<file path="config.mk">
export PLATFORM = sky130hd
export DESIGN_NAME = fft_stage_scheduler_flat
export DESIGN_NICKNAME = d
export VERILOG_FILES = /design/src/rtl/fft_stage_scheduler_pkg.sv /design/src/rtl/fft_stage_scheduler_if.sv /design/src/rtl/fft_stage_scheduler_addr_gen.sv /design/src/rtl/fft_stage_scheduler.sv /design/src/flat_wrapper.sv
export SDC_FILE = /design/constraint.sdc
export NUM_CORES = 1
export LEC_CHECK = 0
export ABC_AREA = 1
export CAP_MARGIN = 10
export CORE_UTILIZATION = 54
export CTS_BUF_LIST = sky130_fd_sc_hd__clkbuf_4 sky130_fd_sc_hd__clkbuf_8 sky130_fd_sc_hd__clkbuf_16
export CTS_CLUSTER_DIAMETER = 200
export DETAILED_ROUTE_END_ITERATION = 16
export PLACE_DENSITY_LB_ADDON = 0.08
export SYNTH_ARGS = -nofsm -noshare
export SYNTH_HDL_FRONTEND = slang
export SYNTH_HIERARCHICAL = 1
export SYNTH_SLANG_ARGS = --single-unit
export TNS_END_PERCENT = 20
</file>
<file path="constraint.sdc">
create_clock -name clk_sys_i -period 5.8 [get_ports clk_sys_i]
set_clock_uncertainty 0.15 [all_clocks]
set_input_delay 1.16 -clock clk_sys_i [delete_from_list [all_inputs] [get_ports clk_sys_i]]
set_output_delay 1.16 -clock clk_sys_i [all_outputs]
set_load 0.05 [all_outputs]
</file>
<file path="src/rtl/fft_stage_scheduler_pkg.sv">
// ----------------------------------------------------------------------------
// fft_sched_pkg
// Shared definitions for the FFT stage scheduler:
//   LOG2N_DEFAULT  default log2 of the transform length (N = 8)
//   sched_state_e  scheduler FSM state encoding
// ----------------------------------------------------------------------------
package fft_sched_pkg;

  localparam int LOG2N_DEFAULT = 3;

  typedef enum logic [1:0] {
    IDLE   = 2'd0,
    ISSUE  = 2'd1,
    WAIT   = 2'd2,
    FINISH = 2'd3
  } sched_state_e;

endpackage

</file>
<file path="src/rtl/fft_stage_scheduler_if.sv">
// ----------------------------------------------------------------------------
// fft_stage_scheduler_if
// Bundles the host request, butterfly handshake and status signals of the FFT
// stage scheduler.
//   start     host -> sched   request a full transform
//   bf_done   bfly -> sched   current butterfly written back (1-cycle pulse)
//   bf_start  sched -> bfly   launch one butterfly (1-cycle pulse)
//   addr_a    sched -> bfly   upper-leg address
//   addr_b    sched -> bfly   lower-leg address
//   tw_idx    sched -> bfly   twiddle ROM index
//   stage     sched -> host   current stage number
//   busy      sched -> host   transform in progress
//   done      sched -> host   transform complete (1-cycle pulse)
// Modport master is the scheduler side; slave is the host/butterfly side.
// ----------------------------------------------------------------------------
interface fft_stage_scheduler_if
  import fft_sched_pkg::*;
#(
  parameter int LOG2N = LOG2N_DEFAULT
);

  logic                       start;
  logic                       bf_done;
  logic                       bf_start;
  logic [LOG2N-1:0]           addr_a;
  logic [LOG2N-1:0]           addr_b;
  logic [LOG2N-2:0]           tw_idx;
  logic [$clog2(LOG2N)-1:0]   stage;
  logic                       busy;
  logic                       done;

  modport master (
    input  start, bf_done,
    output bf_start, addr_a, addr_b, tw_idx, stage, busy, done
  );

  modport slave (
    output start, bf_done,
    input  bf_start, addr_a, addr_b, tw_idx, stage, busy, done
  );

endinterface

</file>
<file path="src/rtl/fft_stage_scheduler_addr_gen.sv">
// ----------------------------------------------------------------------------
// fft_addr_gen
// Combinational radix-2 butterfly address / twiddle generator.
//   stage_i   stage number s (0..LOG2N-1)
//   k_i       butterfly index within the stage (0..N/2-1)
//   addr_a_o  upper leg: k with a zero inserted at bit position s
//   addr_b_o  lower leg: addr_a_o with bit s set
//   tw_idx_o  twiddle index: (k mod 2^s) scaled to the N/2-entry ROM
// ----------------------------------------------------------------------------
module fft_addr_gen
  import fft_sched_pkg::*;
#(
  parameter int LOG2N = LOG2N_DEFAULT
) (
  input  logic [$clog2(LOG2N)-1:0] stage_i,
  input  logic [LOG2N-2:0]         k_i,
  output logic [LOG2N-1:0]         addr_a_o,
  output logic [LOG2N-1:0]         addr_b_o,
  output logic [LOG2N-2:0]         tw_idx_o
);

  logic [LOG2N-2:0] lo_mask;
  logic [LOG2N-2:0] lo;
  logic [LOG2N-2:0] hi;
  logic [LOG2N-1:0] b_bit;

  always_comb begin
    lo_mask  = ~({(LOG2N-1){1'b1}} << stage_i);
    lo       = k_i & lo_mask;
    hi       = k_i >> stage_i;
    // Splitting k at bit s and shifting the high part up by one leaves bit s
    // of addr_a clear, so addr_a + 2^s reduces to setting that bit.
    addr_a_o = ({1'b0, hi} << stage_i << 1) | {1'b0, lo};
    b_bit    = {{(LOG2N-1){1'b0}}, 1'b1} << stage_i;
    addr_b_o = addr_a_o | b_bit;
    tw_idx_o = lo << (LOG2N - 1 - int'(stage_i));
  end

endmodule

</file>
<file path="src/rtl/fft_stage_scheduler.sv">
// ----------------------------------------------------------------------------
// fft_stage_scheduler
// Sequences the (N/2)*LOG2N radix-2 butterflies of an N-point in-place FFT,
// one at a time, handshaking with an external butterfly unit.
//   clk_sys_i  system clock, rising edge
//   rst_i      synchronous active-high reset
//   bus        fft_stage_scheduler_if.master (start/bf_done in; bf_start,
//              addr_a, addr_b, tw_idx, stage, busy, done out)
// LOG2N legal range 2..10.
//
//   state  | meaning
//   IDLE   | waiting for start; outputs quiet
//   ISSUE  | bf_start high for one cycle with the butterfly's addresses
//   WAIT   | holding addresses until bf_done returns
//   FINISH | done high for one cycle, then back to IDLE
// ----------------------------------------------------------------------------
module fft_stage_scheduler
  import fft_sched_pkg::*;
#(
  parameter int LOG2N = LOG2N_DEFAULT
) (
  input  logic                 clk_sys_i,
  input  logic                 rst_i,
  fft_stage_scheduler_if.master bus
);

  localparam int              SW         = $clog2(LOG2N);
  localparam int              KW         = LOG2N - 1;
  localparam logic [SW-1:0]   LAST_STAGE = SW'(LOG2N - 1);

  sched_state_e      state_q;
  logic [SW-1:0]     stage_q, stage_d;
  logic [KW-1:0]     k_q, k_d;
  logic              bf_start_q;
  logic              busy_q;
  logic              done_q;
  logic [LOG2N-1:0]  addr_a_q, addr_b_q;
  logic [KW-1:0]     tw_idx_q;
  logic [LOG2N-1:0]  gen_addr_a, gen_addr_b;
  logic [KW-1:0]     gen_tw_idx;
  logic              last_bf;

  assign last_bf = (stage_q == LAST_STAGE) && (&k_q);

  // Counter value the next ISSUE will use: (0,0) from IDLE, otherwise the
  // successor of the butterfly in flight. Only loaded on entry to ISSUE.
  always_comb begin
    stage_d = stage_q;
    k_d     = k_q;
    if (state_q == IDLE) begin
      stage_d = '0;
      k_d     = '0;
    end else if (&k_q) begin
      stage_d = stage_q + 1'b1;
      k_d     = '0;
    end else begin
      k_d     = k_q + 1'b1;
    end
  end

  // Addresses are generated for the upcoming butterfly and registered on
  // ISSUE entry, so they stay frozen through WAIT and read zero after reset.
  fft_addr_gen #(
    .LOG2N (LOG2N)
  ) u_addr_gen (
    .stage_i  (stage_d),
    .k_i      (k_d),
    .addr_a_o (gen_addr_a),
    .addr_b_o (gen_addr_b),
    .tw_idx_o (gen_tw_idx)
  );

  always_ff @(posedge clk_sys_i) begin
    if (rst_i) begin
      state_q    <= IDLE;
      stage_q    <= '0;
      k_q        <= '0;
      bf_start_q <= 1'b0;
      busy_q     <= 1'b0;
      done_q     <= 1'b0;
      addr_a_q   <= '0;
      addr_b_q   <= '0;
      tw_idx_q   <= '0;
    end else begin
      case (state_q)
        IDLE: begin
          if (bus.start) begin
            state_q    <= ISSUE;
            stage_q    <= stage_d;
            k_q        <= k_d;
            addr_a_q   <= gen_addr_a;
            addr_b_q   <= gen_addr_b;
            tw_idx_q   <= gen_tw_idx;
            bf_start_q <= 1'b1;
            busy_q     <= 1'b1;
          end
        end
        ISSUE: begin
          // bf_done here belongs to no butterfly yet and is dropped.
          bf_start_q <= 1'b0;
          state_q    <= WAIT;
        end
        WAIT: begin
          if (bus.bf_done) begin
            if (last_bf) begin
              state_q <= FINISH;
              done_q  <= 1'b1;
            end else begin
              state_q    <= ISSUE;
              stage_q    <= stage_d;
              k_q        <= k_d;
              addr_a_q   <= gen_addr_a;
              addr_b_q   <= gen_addr_b;
              tw_idx_q   <= gen_tw_idx;
              bf_start_q <= 1'b1;
            end
          end
        end
        FINISH: begin
          done_q  <= 1'b0;
          busy_q  <= 1'b0;
          state_q <= IDLE;
        end
        default: begin
          state_q <= IDLE;
        end
      endcase
    end
  end

  assign bus.bf_start = bf_start_q;
  assign bus.addr_a   = addr_a_q;
  assign bus.addr_b   = addr_b_q;
  assign bus.tw_idx   = tw_idx_q;
  assign bus.stage    = stage_q;
  assign bus.busy     = busy_q;
  assign bus.done     = done_q;

endmodule

</file>
<file path="src/flat_wrapper.sv">
// flat-port wrapper written by rule: the top's interface ports become plain ports
module fft_stage_scheduler_flat import fft_sched_pkg::*;
#(
  parameter int LOG2N = LOG2N_DEFAULT
)
  (clk_sys_i, rst_i, bus_start, bus_bf_done, bus_bf_start, bus_addr_a, bus_addr_b, bus_tw_idx, bus_stage, bus_busy, bus_done);
  fft_stage_scheduler_if #(.LOG2N(LOG2N)) bus_i ();
  input  logic clk_sys_i;
  input  logic rst_i;
  input wire logic [$bits(bus_i.start)-1:0] bus_start;
  input wire logic [$bits(bus_i.bf_done)-1:0] bus_bf_done;
  output wire logic [$bits(bus_i.bf_start)-1:0] bus_bf_start;
  output wire logic [$bits(bus_i.addr_a)-1:0] bus_addr_a;
  output wire logic [$bits(bus_i.addr_b)-1:0] bus_addr_b;
  output wire logic [$bits(bus_i.tw_idx)-1:0] bus_tw_idx;
  output wire logic [$bits(bus_i.stage)-1:0] bus_stage;
  output wire logic [$bits(bus_i.busy)-1:0] bus_busy;
  output wire logic [$bits(bus_i.done)-1:0] bus_done;
  assign bus_i.start = bus_start;
  assign bus_i.bf_done = bus_bf_done;
  assign bus_bf_start = bus_i.bf_start;
  assign bus_addr_a = bus_i.addr_a;
  assign bus_addr_b = bus_i.addr_b;
  assign bus_tw_idx = bus_i.tw_idx;
  assign bus_stage = bus_i.stage;
  assign bus_busy = bus_i.busy;
  assign bus_done = bus_i.done;
  fft_stage_scheduler #(.LOG2N(LOG2N)) u_core (.clk_sys_i(clk_sys_i), .rst_i(rst_i), .bus(bus_i));
endmodule
</file>
# Word level (Yosys, flattened, before mapping)
# Index checks and enable logic that the tools add are counted.
# op_classes
addsub,3
n_eq_ne,8
shift,5
mux,36
bitwise_logic,4
n_reduce_logical,12
# ops
operator,count
$mux 2,16
$shl 2x32->2,1
$mux 3,6
$pmux 2 s2,3
$pmux 3 s2,2
$pmux 2 s4,1
$reduce_and 4->1,2
$eq 2x2->1 const B,3
$ne 2x2->1 const B,3
$reduce_and 2->1,3
$reduce_bool 2->1,3
$mux 1,5
$add 2x1->2 const B,2
$pmux 1 s2,2
$or 3x2->3,1
$or 3x3->3,1
$pmux 1 s3,1
$reduce_and 3->1,1
$reduce_bool 3->1,1
$shl 1x2->3 const A,1
$sub 2x2->3 const A,1
$and 2x2->2,1
$eq 2x1->1 const B,1
$logic_not 2->1,1
other kinds (6),6
# word_totals
reg_bits,17
inputBits,4
wordCells,77

# Logic depth before layout (Yosys ltp)
# Gate-level depths: netlist (run 1).
# logic_depth
word_depth,11
ltp_mapped,15
mapped_depth_nobuf,15

# Cells and area by module
# The synthesis (run 1) kept the hierarchy.
# modules_own_cells
module,instances,cells_each,area_each_um2,seq_area_each_um2
fft_stage_scheduler,1,117,805.8,340.3
fft_addr_gen,1,27,148.9,0.0

# Worst setup path after synthesis (run 1)
# OpenSTA, ideal clock, no wires.
# synth_path
path_kind,register to register
startpoint,"reg u_core.stage_q[0], in the netlist u_core/bus.stage[0]"
endpoint,"reg u_core.tw_idx_q[0], in the netlist u_core/bus.tw_idx[0]"
arrival_time_ns,2.137
t_required_ns,5.586
slack_ns,3.449
stages_incl_launch_ff,16
n_path_buf,0
synth_period_minus_slack_ns,2.351
path_cell_list,dfxtp_1 inv_1 ha_1 nand2_1 o211ai_1 inv_1 inv_1 ha_1 inv_1 nor2_1 inv_1 nor2_1 inv_1 nand2_1 nand2_1 nor2_1
# synth_via
elab_chain_cells,10
elab_cells_between_ends,16
cone_classes,add/sub: 2; eq/ne: 2; shift: 2; mux: 6; bitwise: 2; reduce/logical: 2
# synth_rtl
item,line_no,source
"start, declared",fft_stage_scheduler.sv:32,"logic [SW-1:0] stage_q, stage_d;"
"start signal, assigned",fft_stage_scheduler.sv:89,stage_q <= stage_d;
"start signal, assigned",fft_stage_scheduler.sv:110,stage_q <= stage_d;
$add 2x1->2 (*),fft_stage_scheduler.sv:54,stage_d = stage_q + 1'b1;
$mux 2 (*),fft_stage_scheduler.sv:53,end else if (&k_q) begin
$mux 2 (*),fft_stage_scheduler.sv:50,if (state_q == IDLE) begin
via u_core.stage_d[1],fft_stage_scheduler.sv:32,
$shl 2x2->2,fft_stage_scheduler_addr_gen.sv:28,lo_mask = ~({(LOG2N-1){1'b1}} << stage_i);
$not 2->2,fft_stage_scheduler_addr_gen.sv:28,
$and 2x2->2,fft_stage_scheduler_addr_gen.sv:29,lo = k_i & lo_mask;
$shl 2x32->2 (*),fft_stage_scheduler_addr_gen.sv:36,tw_idx_o = lo << (LOG2N - 1 - int'(stage_i));
via u_core.gen_tw_idx[0],fft_stage_scheduler.sv:40,logic [KW-1:0] gen_tw_idx;
$mux 2,fft_stage_scheduler.sv:105,if (last_bf) begin
$mux 2,fft_stage_scheduler.sv:104,if (bus.bf_done) begin
$pmux 2 s2 (*),fft_stage_scheduler.sv:85,case (state_q)
"end signal, assigned",fft_stage_scheduler.sv:93,tw_idx_q <= gen_tw_idx;
"end signal, assigned",fft_stage_scheduler.sv:114,tw_idx_q <= gen_tw_idx;
"end, declared",fft_stage_scheduler.sv:38,logic [KW-1:0] tw_idx_q;
# The timed path passes the listed nets; every way through them passes the cells marked *. The select of a mux whose other input is x is not followed.
# A chain may end at the register's enable or synchronous reset.

# Worst setup path in the final report (run 1)
# layout_path
startpoint,"reg u_core.stage_q[0], in the netlist u_core/bus.stage[0]"
endpoint,out bus_stage[0]
# layout_lines
item,line_no,source
"end, declared",flat_wrapper.sv:16,output wire logic [$bits(bus_i.stage)-1:0] bus_stage;
# No word-level cell between the ends.

==> impl_results.md, run 1 <==
* Layout Cells excl Fill at around 180
* Initial core utilization at roughly 61%
* Slew headroom at approximately two thirds
* Worst-Skew Late Latency at 280 ps
* Drt first pass iters at 6
* Max-Cap Viols at 0
* Dominant synthesized flop cell: dfxtp_1
* Post-CTS setup buffers at 0
* Routed WL at around 1700 um
* CTS max path bufs at 2
* Synthesized instance count at 144
* Yosys cell types at 23
* Top cells by area, synth: dfxtp_1, nand2_1, inv_1, nor2_1, ha_1
* Routed vias at between 800 and 900
* Arr. time, crit path at about 1500 ps
* Post_cts resized at 0
* Synth Warn # at 6
* Share of the synthesized area in the top cell type at approximately 36%
* WS Path Type: reg2out
* Hold bufs inserted after CTS at 0
* # clock sinks at 17
* Pwr dens at 316 nW/um2
* Worst Path Max Fanout at 4
* Fin. max-slew vios at 0
* Largest stage delay, worst path at slightly above 800 ps
* Antenna-violating nets left at 0
* Sequential area share after synthesis at between 30% and 40%
* Crit-path cells: clkdlybuf4s50_1
* Post-synth EDFFs at 0
* Vias per cell at ~4.6
* GRT Util Overall at between 20% and 30%
* Register bit count reported by yosys at 17
* DRT iter0 DRCs at 14
* Worst Tran Pin Value at about 500 ps
* Worst hold path type: reg2reg
* Layout cell share with drive strength beyond 1 at just under 7%
* CP top delay family: buffers and inverters
* Boundary Pins at 17
* GP Congestion at about 0.79
* Setup crit start kind: register
* Port bufs at 16
* Die Width at around 44 um
* CTS clock-pin slew for the worst setup and hold paths at around 100 ps
* Ant diodes at 0
* Most common library cell in the layout ignoring fill and taps: nand2_1
* Layout Area Growth over Synthesis at 19.1%
* Die area at 1940 um2
* Num rows at 14
* Syn Nets at 153
* Detailed placer's ending HPWL at approximately 1200 um
* Final setup TNS at 0 ps
* Post-placement cell count at 173
* Fin. Hold Viols at 0
* Ys async rst share at 0%
* Avg Inst Size Synth at 6.63 um2
* Status: finished clean
* LEAKAGE at about 0.58 nW
* Root buffer cell: clkbuf_4
* First-pass GRT wire length at 3080 um
* VDD IR max at around 0.00017 V
* Largest net degree at the start of global routing at 23
* CP max-delay cell: clkdlybuf4s50_1
* FMAX at 355 MHz
* Unrepaired setup endpoints after global routing: no
* Residual DRC at 0
* Sum of buffers and inverters on the critical path at 1
* Commonest cells after routing, fill and taps aside: nand2_1, inv_1, nor2_1, dfxtp_1, clkdlybuf4s50_1
* Wire per inst at 9.82 um
* Nets at approximately 170
* Vias in the first global route at between 700 and 800
* Fin crit share at about half
* Critical Path RT at about 4500 ps
* Area leader, netlist: dfxtp_1
* R2R Setup Slk at about 3500 ps
* Core Area at around 1600 um2
* Die Y at about 44 um
* CTS tree: yes
* Worst setup EP type: output pin
* TritonCTS Buffers at 3
* GRT Residual Overflow at 0
* Finish-stage setup viols at 0
* CTS H-tree lvls at 1
* Area of the mapped netlist at 955 um2
* Initial antenna violation count at 0
* Period minus WS final at between 2000 and 3000 ps
## cell usage after synthesis (all sizes together) (2+ instances only)
cell type / number
a21oi: 3
buf: 3
dfxtp: 17
ha: 5
inv: 31
nand2: 33
nand3: 4
nor2: 32
nor3: 2
o21ai: 3
o21bai: 4
or2: 2
## sequential cells by signal, summed over array words and instances (netlist names)
signal	flops
u_core/bus.addr_b	3
u_core/bus.tw_idx	2
u_core/bus.stage	2
u_core/bus.bf_start	1
u_core/k_q	2
u_core/bus.done	1
u_core/bus.busy	1
u_core/state_q	2
u_core/bus.addr_a	3
## worst paths after layout
| path | endpoint | depth (start not counted) | start |
|---|---|---|---|
| worst max-delay path | bus_stage[0] | 1 | u_core/bus.stage[0] |
| worst min-delay path | u_core/bus.done | 2 | u_core/bus.done |
| worst max register to register | u_core/bus.tw_idx[1] | 13 | u_core/k_q[0] |
| worst min register to register | u_core/bus.done | 2 | u_core/bus.done |
## where the power goes
part           switching (mW)  internal, mW  total (mW)  leakage, nW
Clock                  0.0354        0.0313      0.0667       0.0184
Combinational          0.0991        0.0494       0.149        0.419
Sequential             0.0106         0.133       0.144        0.141
## metal layers
metal | up-vias | part of all wire, % | GRT usage [%]
li1 | 465 | - | -
met3 | 2 | 3.5 | 3.67
met2 | 14 | 45 | 34.1
met1 | 341 | 51 | 28.6
met5 | - | 0 | 0
met4 | 0 | 0.58 | 9.09
## cell type report
class	count	area, um2
clock buffer	4	30.0
fill	152	439
inverter	31	116
multi-input combinational	93	470
sequential	17	340
tap	16	20.0
timing repair buffer	16	160
## through the flow
step	utilization [%]	hold WS (ps)	worst slack [ps]	total power [mW]	instance area (um2)
floorplan	-	320	3450	0.261	955
global placement	70.2	284	3040	0.291	1110
detailed placement	70.2	288	2950	0.294	1110
CTS	72.1	303	2970	0.363	1140
global route	72.1	333	2920	0.384	1140
finish	72.1	298	2980	0.359	1140
## worst register-to-register path: cells and delay by family, from the launching register on
family | cells | cell delay, ps
xor gates and xnor gates | 1 | 160
adders and majority gates | 2 | 590
buffers and inverters | 3 | 200
DFF | 1 | 340
and+or+nand+nor | 7 | 830
## cell families (layout without fill, tap and decap cells)
| family | after synthesis | in the layout | synth area share, % |
|---|---|---|---|
| compound gates | 12 | 12 | 8.26 |
| xor+xnor | 1 | 1 | 0.918 |
| fa+ha+maj | 5 | 5 | 6.55 |
| buf+inv | 34 | 51 | 15.1 |
| flops | 17 | 17 | 35.6 |
| simple gates | 75 | 75 | 33.6 |
(Power assumes the default switching activity.)
==> inputs of run 2 (changes only) <==
Settings changed: CORE_ASPECT_RATIO from default to 1.5, CORE_UTILIZATION 54 to 46.
Clock period 5.8 ns to 2.5 ns, I/O delays scaled along.
==> impl_results.md, run 2 (synthesis gave the netlist of run 1 again) <==
* TritonCTS Buffers at 3 (unchanged)
* Nets at 174 (+1.8%)
* Vias in the first global route at 802 (+12%)
* Final Util at 61.2% (-11 points)
* Clock power share at 17.6% (-1.0 points)
* Initial antenna violation count at 0 (unchanged)
* Worst Path Max Fanout at 4 (unchanged)
* Hold Crit Depth at 2 (unchanged)
* Most common library cell in the layout ignoring fill and taps: nand2_1
* Pwr dens at 716 nW/um2 (+130%)
* Fin. Hold Viols at 0 (unchanged)
* Worst setup EP type: output pin
* GRT Residual Overflow at 0 (unchanged)
* Depth of the worst register-to-register path at 15 (+2)
* Min-delay src: u_core/bus.done
* WS Path Type: reg2out
* Slew headroom at 63.8% (-3.2 points)
* Root buffer cell: clkbuf_4
* CTS clock-pin slew for the worst setup and hold paths at 100 ps (about the same)
* Detailed placer's ending HPWL at 1390 um (+12%)
* Switch share at 41.1% (+0.65 points)
* Layout Cells excl Fill at 185 (+4.5%)
* Initial core utilization at 50.2% (-10 points)
* Post-CTS setup buffers at 0 (unchanged)
* Hold bufs inserted after CTS at 0 (unchanged)
* R2R Setup Slk at 340 ps (-3140 ps)
* FF-to-FF End: u_core/bus.tw_idx[1]
* CP Depth at 1 (unchanged)
* RR Startpoint: u_core/bus.stage[0]
* Reg power frac at 39.9% (about the same)
* First-pass GRT wire length at 3130 um (+1.6%)
* Die area at 2270 um2 (+17%)
* Setup crit start kind: register
* Max-Cap Viols at 0 (unchanged)
* Largest stage delay, worst path at 830 ps (about the same)
* Core Area at 1900 um2 (+21%)
* Vias per cell at 4.71 (+1.4%)
* Worst-Skew Late Latency at 290 ps (about the same)
* Crit-path cells: clkdlybuf4s50_1
* End of the critical path: bus_stage[0]
* Fin crit share at just under 90%
* # clock sinks at 17 (unchanged)
* Post-placement cell count at 181 (+4.6%)
* Die Width at 39.2 um (-11%)
* Critical Path RT at 1850 ps (-2640 ps)
* Fin. max-slew vios at 0 (unchanged)
* Layout cell share with drive strength beyond 1 at 8.54% (+1.7 points)
* Sum of buffers and inverters on the critical path at 1 (unchanged)
* Crit. Startpoint: u_core/bus.stage[0]
* Status: finished clean
* Routed WL at 1750 um (+0.86%)
* FMAX at about 460 MHz
* Worst hold path type: reg2reg
* Commonest cells after routing, fill and taps aside: nand2_1, inv_1, nor2_1, dfxtp_1, clkdlybuf4s50_1
* Finish-stage setup viols at 0 (unchanged)
* Antenna-violating nets left at 0 (unchanged)
* Final setup TNS at 0 ps (unchanged)
* Internal power at 0.491 mW (+130%)
* Fillers at 208 (+37%)
* VDD IR max at 0.000389 V (+130%)
* Num rows at 19 (+5)
* Post_cts resized at 0 (unchanged)
* Largest net degree at the start of global routing at 17 (-26%)
* GRT Util Overall at 19.7% (-1.7 points)
* Routed vias at 871 (+6.0%)
* CTS H-tree lvls at 1 (unchanged)
* LEAKAGE at 0.592 nW (+2.5%)
* Net Sw Power at 0.342 mW (+140%)
* Wire per inst at 9.48 um (-3.5%)
* CP top delay family: buffers and inverters
* Layout Area Growth over Synthesis at 21.9%
* DRT iter0 DRCs at 13 (-1)
* Worst Tran Pin Value at 538 ps (+47.1 ps)
* Drt first pass iters at 4 (-2)
* Arr. time, crit path at 1520 ps (about the same)
* CTS tree: yes
* Ant diodes at 0 (unchanged)
* Port bufs at 16 (unchanged)
* GP Congestion at 0.737 (-6.2%)
* CP max-delay cell: clkdlybuf4s50_1
* Residual DRC at 0 (unchanged)
* Unrepaired setup endpoints after global routing: no
* Die Y at 57.8 um (+31%)
* CTS max path bufs at 2 (unchanged)
* Combinational power share at 42.5% (+1.1 points)
* Boundary Pins at 17 (unchanged)
* Period minus WS final at approximately 2200 ps
## run 2: changes by cell type in the layout (fill, tap and decap cells not counted), sizes merged
cell,change
buf,+3
clkbuf,-1
clkinv,+1
## run 2: how the worst min path moves through the flow
stage	to	slack [ps]
6_report	u_core/bus.done	300
5_1_grt	u_core/bus.done	350
4_1_cts	u_core/bus.done	310
3_5_place_dp	u_core/bus.done	290
3_3_place_gp	u_core/bus.done	290
2_1_floorplan	u_core/k_q[1]	320
## run 2: per-stage QoR
step | hold WS [ps] | setup WS [ps] | area (um2) | power (mW)
final | 302 | 328 | 1160 | 0.834
after global routing | 353 | 104 | 1160 | 0.897
after CTS | 309 | 308 | 1160 | 0.847
after detailed placement | 293 | 371 | 1140 | 0.696
after global placement | 289 | 385 | 1140 | 0.691
after floorplan | 320 | 149 | 955 | 0.605
## run 2: area by class of cell
type,count,area (um2),share of cell area [%]
Inverter,31,116,10.0
Timing Repair Buffer,19,183,15.7
Multi-Input combinational cell,93,470,40.4
Clock inverter,1,5.00,0.430
Clock buffer,3,22.5,1.94
Sequential cell,17,340,29.2
Tap cell,21,26.3,2.26
## run 2: per-layer routing
metal	share of wire (%)	routed length (um)	GRT usage, %
met3	2.1	37	2.30
met2	55	957	36.9
met5	0	0	0
met4	0.91	16	10.3
met1	42	741	19.7
## run 2: power by group through the flow
stage	logic [mW]	clock network, mW	registers, mW
3_3_place_gp	0.353	0	0.338
4_1_cts	0.358	0.156	0.333
2_1_floorplan	0.167	0	0.438
6_report	0.354	0.147	0.332
3_5_place_dp	0.357	0	0.339
5_1_grt	0.394	0.166	0.338
## run 2: worst register-to-register path, stage by stage, from the launching register on
cell and delay, ps:
dfxtp_1 410, inv_1 70, ha_1 290, nand2_1 70, o211ai_1 110, inv_1 120
inv_1 90, ha_1 290, inv_1 40, nor2_1 120, nand3_1 90, nand2_1 70
inv_1 30, nand2_1 50, nand2_1 40, nor2_1 80
